File: config.mk
export PLATFORM = sky130hd
export DESIGN_NAME = regfile_wb_sched_flat
export DESIGN_NICKNAME = d
export VERILOG_FILES = /design/src/rtl/regfile_wb_sched_if.sv /design/src/rtl/regfile_wb_sched.sv /design/src/flat_wrapper.sv
export SDC_FILE = /design/constraint.sdc
export NUM_CORES = 1
export LEC_CHECK = 0
export CORE_AREA = 2 2 264 266
export DETAILED_ROUTE_END_ITERATION = 8
export DIE_AREA = 0 0 266 268
export HOLD_SLACK_MARGIN = 0.03
export PLACE_DENSITY = 0.46
export SYNTH_ARGS = -nofsm -noshare
export SYNTH_HDL_FRONTEND = slang
export SYNTH_SLANG_ARGS = --single-unit
File: constraint.sdc
create_clock -name clk -period 2.2 [get_ports clk]
set_input_delay 0.33 -clock clk [delete_from_list [all_inputs] [get_ports clk]]
set_output_delay 0.33 -clock clk [all_outputs]
set_load 0.02 [all_outputs]
File: src/rtl/regfile_wb_sched_if.sv
// One write-back producer channel into the register file scheduler.
// The producer drives the payload and valid. The scheduler returns a combinational grant.
interface regfile_wb_sched_if #(
    parameter int EW = 21,
    parameter int VW = 192
);
    logic          valid;
    logic          dtype;
    logic [2:0]    addr;
    logic [EW-1:0] de;
    logic [VW-1:0] dv;
    logic          ready;

    modport master (output valid, dtype, addr, de, dv, input ready);
    modport slave  (input valid, dtype, addr, de, dv, output ready);
endinterface

File: src/rtl/regfile_wb_sched.sv
// Write-back arbiter for the scalar/vector register file, plus a busy-bit scoreboard.
// The scoreboard stalls issue on RAW and WAW hazards against outstanding writes.
module regfile_wb_sched #(
    parameter int NREG = 6,
    parameter int EW   = 21,
    parameter int VW   = 192
) (
    input  logic                  clk,
    input  logic                  rst,
    input  logic                  issue_valid,
    input  logic [2:0]            issue_dst,
    input  logic                  issue_dst_type,
    input  logic                  chk_a1_en,
    input  logic [2:0]            chk_a1,
    input  logic                  chk_a1_type,
    input  logic                  chk_a2_en,
    input  logic [2:0]            chk_a2,
    input  logic                  chk_a2_type,
    output logic                  stall,
    regfile_wb_sched_if.slave     req0,
    regfile_wb_sched_if.slave     req1,
    output logic                  Reg_write,
    output logic                  desType,
    output logic [2:0]            A3,
    output logic [EW-1:0]         wd3e,
    output logic [VW-1:0]         wd3v,
    output logic                  err_addr,
    output logic [NREG-1:0]       busy_e,
    output logic [NREG-1:0]       busy_v
);
    localparam logic [3:0] NREG4 = 4'(NREG);

    logic [NREG-1:0] busy_e_reg, busy_e_next;
    logic [NREG-1:0] busy_v_reg, busy_v_next;
    logic [NREG-1:0] set_e, set_v, clr_e, clr_v;
    logic [NREG-1:0] eff_e, eff_v;
    logic            last_grant_reg, last_grant_next;

    logic            reg_write_reg;
    logic            des_type_reg;
    logic [2:0]      a3_reg;
    logic [EW-1:0]   wd3e_reg;
    logic [VW-1:0]   wd3v_reg;
    logic            err_addr_reg;

    logic            hit1, hit2, dst_busy, accept;
    logic            grant0, grant1, grant_any;
    logic            win_type, win_in_range;
    logic [2:0]      win_addr;
    logic [EW-1:0]   win_de;
    logic [VW-1:0]   win_dv;

    // Out-of-range addresses fall through the loop and read as not busy.
    function automatic logic busy_lookup(input logic [NREG-1:0] be,
                                         input logic [NREG-1:0] bv,
                                         input logic            t,
                                         input logic [2:0]      a);
        logic r;
        r = 1'b0;
        for (int i = 0; i < NREG; i++) begin
            if ({1'b0, a} == 4'(i)) begin
                r = t ? bv[i] : be[i];
            end
        end
        return r;
    endfunction

    generate
        for (genvar gi = 0; gi < NREG; gi++) begin : g_busy
            localparam logic [2:0] IDX = 3'(gi);
            // A launched write that commits at the coming edge no longer counts as a hazard.
            assign clr_e[gi] = reg_write_reg & ~des_type_reg & (a3_reg == IDX);
            assign clr_v[gi] = reg_write_reg &  des_type_reg & (a3_reg == IDX);
            assign set_e[gi] = accept & ~issue_dst_type & (issue_dst == IDX);
            assign set_v[gi] = accept &  issue_dst_type & (issue_dst == IDX);
            // A set on the same edge as a clear wins, because a new writer is outstanding.
            assign busy_e_next[gi] = (busy_e_reg[gi] & ~clr_e[gi]) | set_e[gi];
            assign busy_v_next[gi] = (busy_v_reg[gi] & ~clr_v[gi]) | set_v[gi];
        end
    endgenerate

    assign eff_e = busy_e_reg & ~clr_e;
    assign eff_v = busy_v_reg & ~clr_v;

    always_comb begin
        hit1     = chk_a1_en & busy_lookup(eff_e, eff_v, chk_a1_type, chk_a1);
        hit2     = chk_a2_en & busy_lookup(eff_e, eff_v, chk_a2_type, chk_a2);
        dst_busy = busy_lookup(eff_e, eff_v, issue_dst_type, issue_dst);
        stall    = issue_valid & (hit1 | hit2 | dst_busy);
        accept   = issue_valid & ~stall;
    end

    // Round robin: on a tie, the requester not granted most recently wins.
    always_comb begin
        grant0          = rst & req0.valid & (~req1.valid | last_grant_reg);
        grant1          = rst & req1.valid & (~req0.valid | ~last_grant_reg);
        grant_any       = grant0 | grant1;
        last_grant_next = grant1 ? 1'b1 : (grant0 ? 1'b0 : last_grant_reg);
        win_type        = req0.dtype;
        win_addr        = req0.addr;
        win_de          = req0.de;
        win_dv          = req0.dv;
        if (grant1) begin
            win_type = req1.dtype;
            win_addr = req1.addr;
            win_de   = req1.de;
            win_dv   = req1.dv;
        end
        win_in_range = ({1'b0, win_addr} < NREG4);
    end

    assign req0.ready = grant0;
    assign req1.ready = grant1;

    always_ff @(posedge clk) begin
        if (!rst) begin
            busy_e_reg     <= '0;
            busy_v_reg     <= '0;
            last_grant_reg <= 1'b1;
            reg_write_reg  <= 1'b0;
            err_addr_reg   <= 1'b0;
            des_type_reg   <= 1'b0;
            a3_reg         <= '0;
            wd3e_reg       <= '0;
            wd3v_reg       <= '0;
        end else begin
            busy_e_reg     <= busy_e_next;
            busy_v_reg     <= busy_v_next;
            last_grant_reg <= last_grant_next;
            if (grant_any) begin
                des_type_reg  <= win_type;
                a3_reg        <= win_addr;
                wd3e_reg      <= win_de;
                wd3v_reg      <= win_dv;
                reg_write_reg <= win_in_range;
                err_addr_reg  <= ~win_in_range;
            end else begin
                reg_write_reg <= 1'b0;
                err_addr_reg  <= 1'b0;
            end
        end
    end

    assign Reg_write = reg_write_reg;
    assign desType   = des_type_reg;
    assign A3        = a3_reg;
    assign wd3e      = wd3e_reg;
    assign wd3v      = wd3v_reg;
    assign err_addr  = err_addr_reg;
    assign busy_e    = busy_e_reg;
    assign busy_v    = busy_v_reg;
endmodule

File: src/flat_wrapper.sv
// flat-port wrapper written by rule: the top's interface ports become plain ports
module regfile_wb_sched_flat 
#(
    parameter int NREG = 6,
    parameter int EW   = 21,
    parameter int VW   = 192
)
  (clk, rst, issue_valid, issue_dst, issue_dst_type, chk_a1_en, chk_a1, chk_a1_type, chk_a2_en, chk_a2, chk_a2_type, stall, Reg_write, desType, A3, wd3e, wd3v, err_addr, busy_e, busy_v, req0_valid, req0_dtype, req0_addr, req0_de, req0_dv, req0_ready, req1_valid, req1_dtype, req1_addr, req1_de, req1_dv, req1_ready);
  regfile_wb_sched_if #(.EW(EW), .VW(VW)) req0_i ();
  regfile_wb_sched_if #(.EW(EW), .VW(VW)) req1_i ();
  input  logic clk;
  input  logic rst;
  input  logic issue_valid;
  input  logic [2:0] issue_dst;
  input  logic issue_dst_type;
  input  logic chk_a1_en;
  input  logic [2:0] chk_a1;
  input  logic chk_a1_type;
  input  logic chk_a2_en;
  input  logic [2:0] chk_a2;
  input  logic chk_a2_type;
  output logic stall;
  output logic Reg_write;
  output logic desType;
  output logic [2:0] A3;
  output logic [EW-1:0] wd3e;
  output logic [VW-1:0] wd3v;
  output logic err_addr;
  output logic [NREG-1:0] busy_e;
  output logic [NREG-1:0] busy_v;
  input wire logic [$bits(req0_i.valid)-1:0] req0_valid;
  input wire logic [$bits(req0_i.dtype)-1:0] req0_dtype;
  input wire logic [$bits(req0_i.addr)-1:0] req0_addr;
  input wire logic [$bits(req0_i.de)-1:0] req0_de;
  input wire logic [$bits(req0_i.dv)-1:0] req0_dv;
  output wire logic [$bits(req0_i.ready)-1:0] req0_ready;
  input wire logic [$bits(req1_i.valid)-1:0] req1_valid;
  input wire logic [$bits(req1_i.dtype)-1:0] req1_dtype;
  input wire logic [$bits(req1_i.addr)-1:0] req1_addr;
  input wire logic [$bits(req1_i.de)-1:0] req1_de;
  input wire logic [$bits(req1_i.dv)-1:0] req1_dv;
  output wire logic [$bits(req1_i.ready)-1:0] req1_ready;
  assign req0_i.valid = req0_valid;
  assign req0_i.dtype = req0_dtype;
  assign req0_i.addr = req0_addr;
  assign req0_i.de = req0_de;
  assign req0_i.dv = req0_dv;
  assign req0_ready = req0_i.ready;
  assign req1_i.valid = req1_valid;
  assign req1_i.dtype = req1_dtype;
  assign req1_i.addr = req1_addr;
  assign req1_i.de = req1_de;
  assign req1_i.dv = req1_dv;
  assign req1_ready = req1_i.ready;
  regfile_wb_sched #(.NREG(NREG), .EW(EW), .VW(VW)) u_core (.clk(clk), .rst(rst), .issue_valid(issue_valid), .issue_dst(issue_dst), .issue_dst_type(issue_dst_type), .chk_a1_en(chk_a1_en), .chk_a1(chk_a1), .chk_a1_type(chk_a1_type), .chk_a2_en(chk_a2_en), .chk_a2(chk_a2), .chk_a2_type(chk_a2_type), .stall(stall), .req0(req0_i), .req1(req1_i), .Reg_write(Reg_write), .desType(desType), .A3(A3), .wd3e(wd3e), .wd3v(wd3v), .err_addr(err_addr), .busy_e(busy_e), .busy_v(busy_v));
endmodule
==> flow_summary.ini, run 1 <==
[placed_design]
dp_hpwl_um = 41200
dp_cells = 2927
pre_cts_ws_ns = -0.933
placed_cell_area_mm2 = 0.0192
place_congestion = 0.857
port-buffer-count = 686

[detailed_routing]
first_pass_iters = 5
wl_per_cell_um = 18.4
vias_per_cell = 4.32
dr_total_vias = 12900
final_antenna_net_count = 0
wl_um = 54800
drt_iter0_markers = 533
post-route-drc-count = 0

[timing]
slew_headroom_pct = 47.4
min_period_ns = 2.88
fin_skew_ns = 0.0110
rsz0062_at_grt = yes
period_share_pct = 131
setup_viol = 13
max_freq_mhz = 348
setup_slack_ns = -0.675
slew_viol_final = 0
worstMarginPinSlew_ns = 0.788
finalHoldViolations = 0

[clock_network]
clock-root-buffer = clkbuf_16
clkSlewWorstSetupHoldPaths_ns = 0.05
tritoncts = yes
worstSkewPairLatency_ns = 0.52
cts_num_sinks = 232
cts_made_buffers = 34
cts_buffer_depth = 3
cts_max_level = 2

[floorplanning]
ios = 687
die_x_um = 266
core_mm2 = 0.0682
dieArea_mm2 = 0.0713
die_height_um = 268
row_count = 96
start_util_pct = 15.2

[pwr]
peakVddDrop_mv = 0.404
power.internal_mw = 9.52
swShare_pct = 28.1
power_switching_mw = 3.73
cellPowerDensity_mw_per_mm2 = 651
p_seq_share_pct = 35.7
combPwrFrac_pct = 24.2
clkPwrFrac_pct = 40.0
power_leakage_nw = 7.34

[grt]
grt_max_degree = 116
grt_pass1_vias = 13149
grt_pass1_wl_um = 80200
grt_antenna_before_repair = 2
grt_usage_pct = 14.6
overflow = 0

[synth]
synth_common_cells = nand2_1 (442), dfxtp_1 (232), nor2_1 (222)
netlist_area_mm2 = 0.0104
synth_enable_flop_cells = 0
postSynthAreaPerCell_um2 = 7.64
synth.distinct_cells = 46
synth_cells = 1358
ys_seq_elements = 232
yosys.area.top_type = dfxtp_1
synth_flop_cell = dfxtp_1
ys_async_sr_fraction_pct = 0
yosysWarnings = 0
yosysMostFrequentCell = nand2_1
synth_top_area_share_pct = 44.8
yosys-top-cells-area = dfxtp_1 (45%), a311oi_1 (18%), nand2_1 (16%), nor2_1 (8.0%), clkbuf_1 (4.4%)
synth_nets = 1811
yosysSeqAreaShare_pct = 44.8

[final_layout]
stdcell_area_mm2 = 0.0203
largest_reg_flops = 192
final_layout_size_suffix_gt1_share_pct = 10.4
fin_cells = 2987
area_growth_pct = 96.2
nNetsFinal = 2539

[worst_setup_path]
r2r_cells = 9
cpMaxStageDelayCell = or3b_4
end_kind = output port
start_kind = flop
cp.required_ns = 1.87
regToRegSetupSlack_ns = -0.13
crit_type = reg2out
critical_path.cell_chain = or3b_4 -> or2_1 -> a32o_2 -> a22oi_2 -> nor4b_4 -> a31oi_4 -> buf_6
cp.arrival_ns = 2.55
cp_max_fo = 6
crit_path_max_incr_delay_ns = 0.44

[min_path]
hold_class = in2reg
hold_path_depth = 3

[status]
violations = negative setup slack
status = finished, violations left

[flow_run]
cap_viol_max_count = 0
[layer usage]
metal	wire length (µm)	vias up	GRT usage [%]
li1	-	6246	-
met3	4270	86	4.32
met2	26800	500	25.0
met4	1880	4	6.19
met5	21	-	0
met1	21900	6064	16.9
[worst max-delay path, delay by kind of cell (launching register included)]
family                 cells  cell delay [ns]
AOI/OAI and AO/OA          3             0.53
buffers and inverters      1             0.15
DFF                        1             0.36
and+or+nand+nor            3             0.99
[power by group through the flow]
| stage | combinational (mW) | sequential [mW] | clock [mW] |
|---|---|---|---|
| 2_1_floorplan | 0.777 | 5.19 | 0 |
| 3_3_place_gp | 3.20 | 4.81 | 0 |
| 3_5_place_dp | 3.19 | 4.81 | 0 |
| 4_1_cts | 3.23 | 4.73 | 5.55 |
| 5_1_grt | 3.42 | 4.77 | 5.70 |
| 6_report | 3.21 | 4.73 | 5.30 |
[area by class of cell]
class	count	area [µm²]
inverters	8	40.0
fillers	7217	47900
clock inverters	5	78.8
repair buffers	819	8170
well taps	882	1100
diodes	3	7.51
clock buffers	47	961
flip-flops and latches	232	4660
multi-input cells	991	5330
[cells by family (layout without fill, tap and decap cells)]
logic type | count (synthesis) | count (layout) | synth area share, %
other | 0 | 3 | 0
AOI/OAI and AO/OA | 272 | 272 | 22.5
muxes | 6 | 6 | 0.700
buffers and inverters | 135 | 879 | 5.00
DFF | 232 | 232 | 44.8
and+or+nand+nor | 713 | 713 | 27.0
[path summary, 6_finish.rpt]
kind	startpoint	to
worst max-delay path	u_core.Reg_write	stall
worst max register to register	u_core.Reg_write	u_core.busy_v[1]
worst min-delay path	req0_dv[175]	u_core.wd3v[175]
worst min register to register	u_core.wd3v[187]	u_core.wd3v[187]
[metrics by stage]
step	hold WS (ns)	TNS, ns	power, mW	utilization (%)
4_1_cts	0.326	-1.86	13.5	29.7
3_3_place_gp	0.467	-29.83	8.00	28.1
5_1_grt	0.354	-3.52	13.9	29.8
3_5_place_dp	0.470	-37.53	8.00	28.1
2_1_floorplan	0.430	-0.000354	5.97	-
6_report	0.368	-1.99	13.3	29.8
[repair_timing]
item,in CTS,in global routing
buffers inserted,3,2
hold buffers,0,0
cloned,1,0
resized for setup,18,11
pin swaps,20,7
endpoints found under the setup margin,15,13
[cells in the final DEF (no fill, tap or decap), types with 3 or more instances in the layout]
cell type	instances
nand2b_1	3
nand3b_1	3
nor3_1	4
dfxtp_2	3
clkbuf_8	4
buf_4	109
clkbuf_1	8
a311oi_1	217
o21ai_2	6
o21ai_0	6
inv_1	6
o21ai_1	3
or2_2	3
o211ai_1	7
inv_6	3
buf_12	23
dfxtp_1	227
o22ai_2	6
nand2_1	441
o2111ai_1	5
clkdlybuf4s50_1	683
diode_2	3
nor2b_1	6
clkbuf_16	35
mux2i_1	5
nand3_1	16
nor2_1	222
(Power assumes the default switching activity.)
==> run 2, diff against run 1 <==
CORE_AREA = 3 3 265 267   (was 2 2 264 266)
DIE_AREA = 0 0 268 270   (was 0 0 266 268)
==> run 2 against run 1 <==
- via count increased by 0.62%
- the run still ends with negative setup slack left
- register-to-register slack got worse by 0.13 ns
- core utilization shrank 0.40 points
- worst hold slack got worse by 0.046 ns
- final cell count down 0.23%
- first-iteration DRC count up 6.2%
- clock skew grew 0.014 ns
- largest power group unchanged
- critical endpoint unchanged
==> flow_summary.ini, run 2 (synthesis gave the netlist of run 1 again) <==
[clock_network]
worstSkewPairLatency_ns = 0.58
cts_num_sinks = 232
cts_made_buffers = 31
hold_buffers = 0
cts_buffer_depth = 3
tritoncts = yes
clock-root-buffer = clkbuf_16
cts_max_level = 1
clkSlewWorstSetupHoldPaths_ns = 0.06

[timing]
slew_viol_final = 0
min_period_ns = 2.96
period_share_pct = 135
rsz0062_at_grt = yes
setup_slack_ns = -0.759
fin_skew_ns = 0.0251
worstMarginPinSlew_ns = 0.731
finalHoldViolations = 0
slew_headroom_pct = 51.3
max_freq_mhz = 338
setup_viol = 13

[placed_design]
dp_hpwl_um = 41800
port-buffer-count = 686
place_congestion = 0.891
dp_cells = 2918

[detailed_routing]
first_pass_iters = 5
drt_iter0_markers = 566
dr_total_vias = 12980
vias_per_cell = 4.36
wl_um = 54400
final_antenna_net_count = 0
wl_per_cell_um = 18.3
post-route-drc-count = 0

[worst_setup_path]
cp.required_ns = 1.87
crit_path_max_incr_delay_ns = 0.44
start_kind = flop
cp.arrival_ns = 2.63
cp_common_cell = buf_6
path_depth = 8
cp_top_family = simple AND/OR/NAND/NOR gates
r2r_cells = 11
end_kind = output port
critPathBufInv = 2
crit_type = reg2out
critical_path.cell_chain = or3b_4 -> buf_6 -> o21ai_4 -> mux2i_1 -> a22o_1 -> nor4b_4 -> a31oi_4 -> buf_6
cp_max_fo = 5
cpMaxStageDelayCell = or3b_4

[grt]
grt_antenna_before_repair = 2
grt_pass1_vias = 13046
grt_max_degree = 123
overflow = 0
grt_pass1_wl_um = 80500
grt_usage_pct = 14.2

[pwr]
cellPowerDensity_mw_per_mm2 = 642
combPwrFrac_pct = 24.5
power_switching_mw = 3.65
swShare_pct = 28.3
finalPower_mw = 12.9
peakVddDrop_mv = 0.417
power.internal_mw = 9.26
power_leakage_nw = 7.22
p_seq_share_pct = 36.6
clkPwrFrac_pct = 38.9

[floorplanning]
die_height_um = 270
start_util_pct = 15.2
ios = 687
die_x_um = 268
dieArea_mm2 = 0.0724
row_count = 96
core_mm2 = 0.0683

[status]
violations = negative setup slack
status = finished, violations left

[final_layout]
largest_reg_flops = 192
mostFrequentLayoutCells = clkdlybuf4s50_1 (683), nand2_1 (441), dfxtp_1 (227), nor2_1 (222), a311oi_1 (217)
nNetsFinal = 2528
final_layout_size_suffix_gt1_share_pct = 9.78
fin_cells = 2980
area_growth_pct = 93.9
final_common_cell = clkdlybuf4s50_1

[flow_run]
cap_viol_max_count = 0

[min_path]
hold_class = in2reg
hold_path_depth = 3
[run 2: cell count changes in the layout (fill, tap and decap cells not counted), sizes merged]
cell	delta
clkinv	+4
bufinv	+1
inv	-1
buf	-8
diode	-2
clkbuf	-1
[run 2: worst paths after layout]
kind | from | to | slack [ns]
worst max-delay path | u_core.A3[1] | stall | -0.76
worst min-delay path | req0_dv[120] | u_core.wd3v[120] | 0.32
worst min register to register | u_core.wd3v[118] | u_core.wd3v[118] | 0.48
worst max register to register | u_core.A3[1] | u_core.busy_v[2] | -0.26
[run 2: repair_timing]
item	in CTS	in global routing
resized for setup	20	3
buffers inserted	3	2
hold endpoints to repair	0	0
endpoints found under the setup margin	15	13
pin swaps	18	4
cloned	1	0
[run 2: layer usage]
layer	track usage, %	wire length, µm	vias up
li1	-	-	6228
met1	16.7	21700	6144
met2	25.3	27300	526
met3	3.33	3900	80
met4	3.99	1500	2
met5	0	13	-
[run 2: cell type report]
cell class	count	area, µm²
inverter	8	40.0
sequential	232	4660
clock buffer	46	862
tap	882	1100
clock inverter	9	120
fill	7213	48200
antenna	1	2.50
timing repair buffer	811	8040
multi-input combinational	991	5280
[run 2: power by group through the flow]
stage               Clock [mW]  Sequential [mW]  Combinational [mW]
floorplan                    0             5.19               0.777
global placement             0             4.80                3.15
detailed placement           0             4.81                3.15
CTS                       5.23             4.73                3.18
global route              5.39             4.77                3.37
finish                    5.02             4.73                3.16
[run 2: per-stage QoR]
stage | instance area (µm²) | hold slack (ns) | TNS [ns] | worst slack (ns) | utilization, %
finish | 20100 | 0.323 | -3.71 | -0.759 | 29.4
global route | 20100 | 0.308 | -4.66 | -0.847 | 29.4
CTS | 20100 | 0.277 | -2.70 | -0.825 | 29.4
detailed placement | 19000 | 0.468 | -24.51 | -0.840 | 27.8
global placement | 19000 | 0.467 | -21.12 | -0.889 | 27.8
floorplan | 10400 | 0.430 | -0.000354 | -0.000354 | -
[run 2: worst reg2reg max path, cell delays in order, from the launching register on]
cell and delay, ns:
dfxtp_2 0.34, or3b_4 0.44, buf_6 0.15, o21ai_4 0.16
mux2i_1 0.10, a22o_1 0.26, nor4b_4 0.37, buf_4 0.17
buf_4 0.11, nand2_4 0.08, buf_12 0.15, o21ai_2 0.09
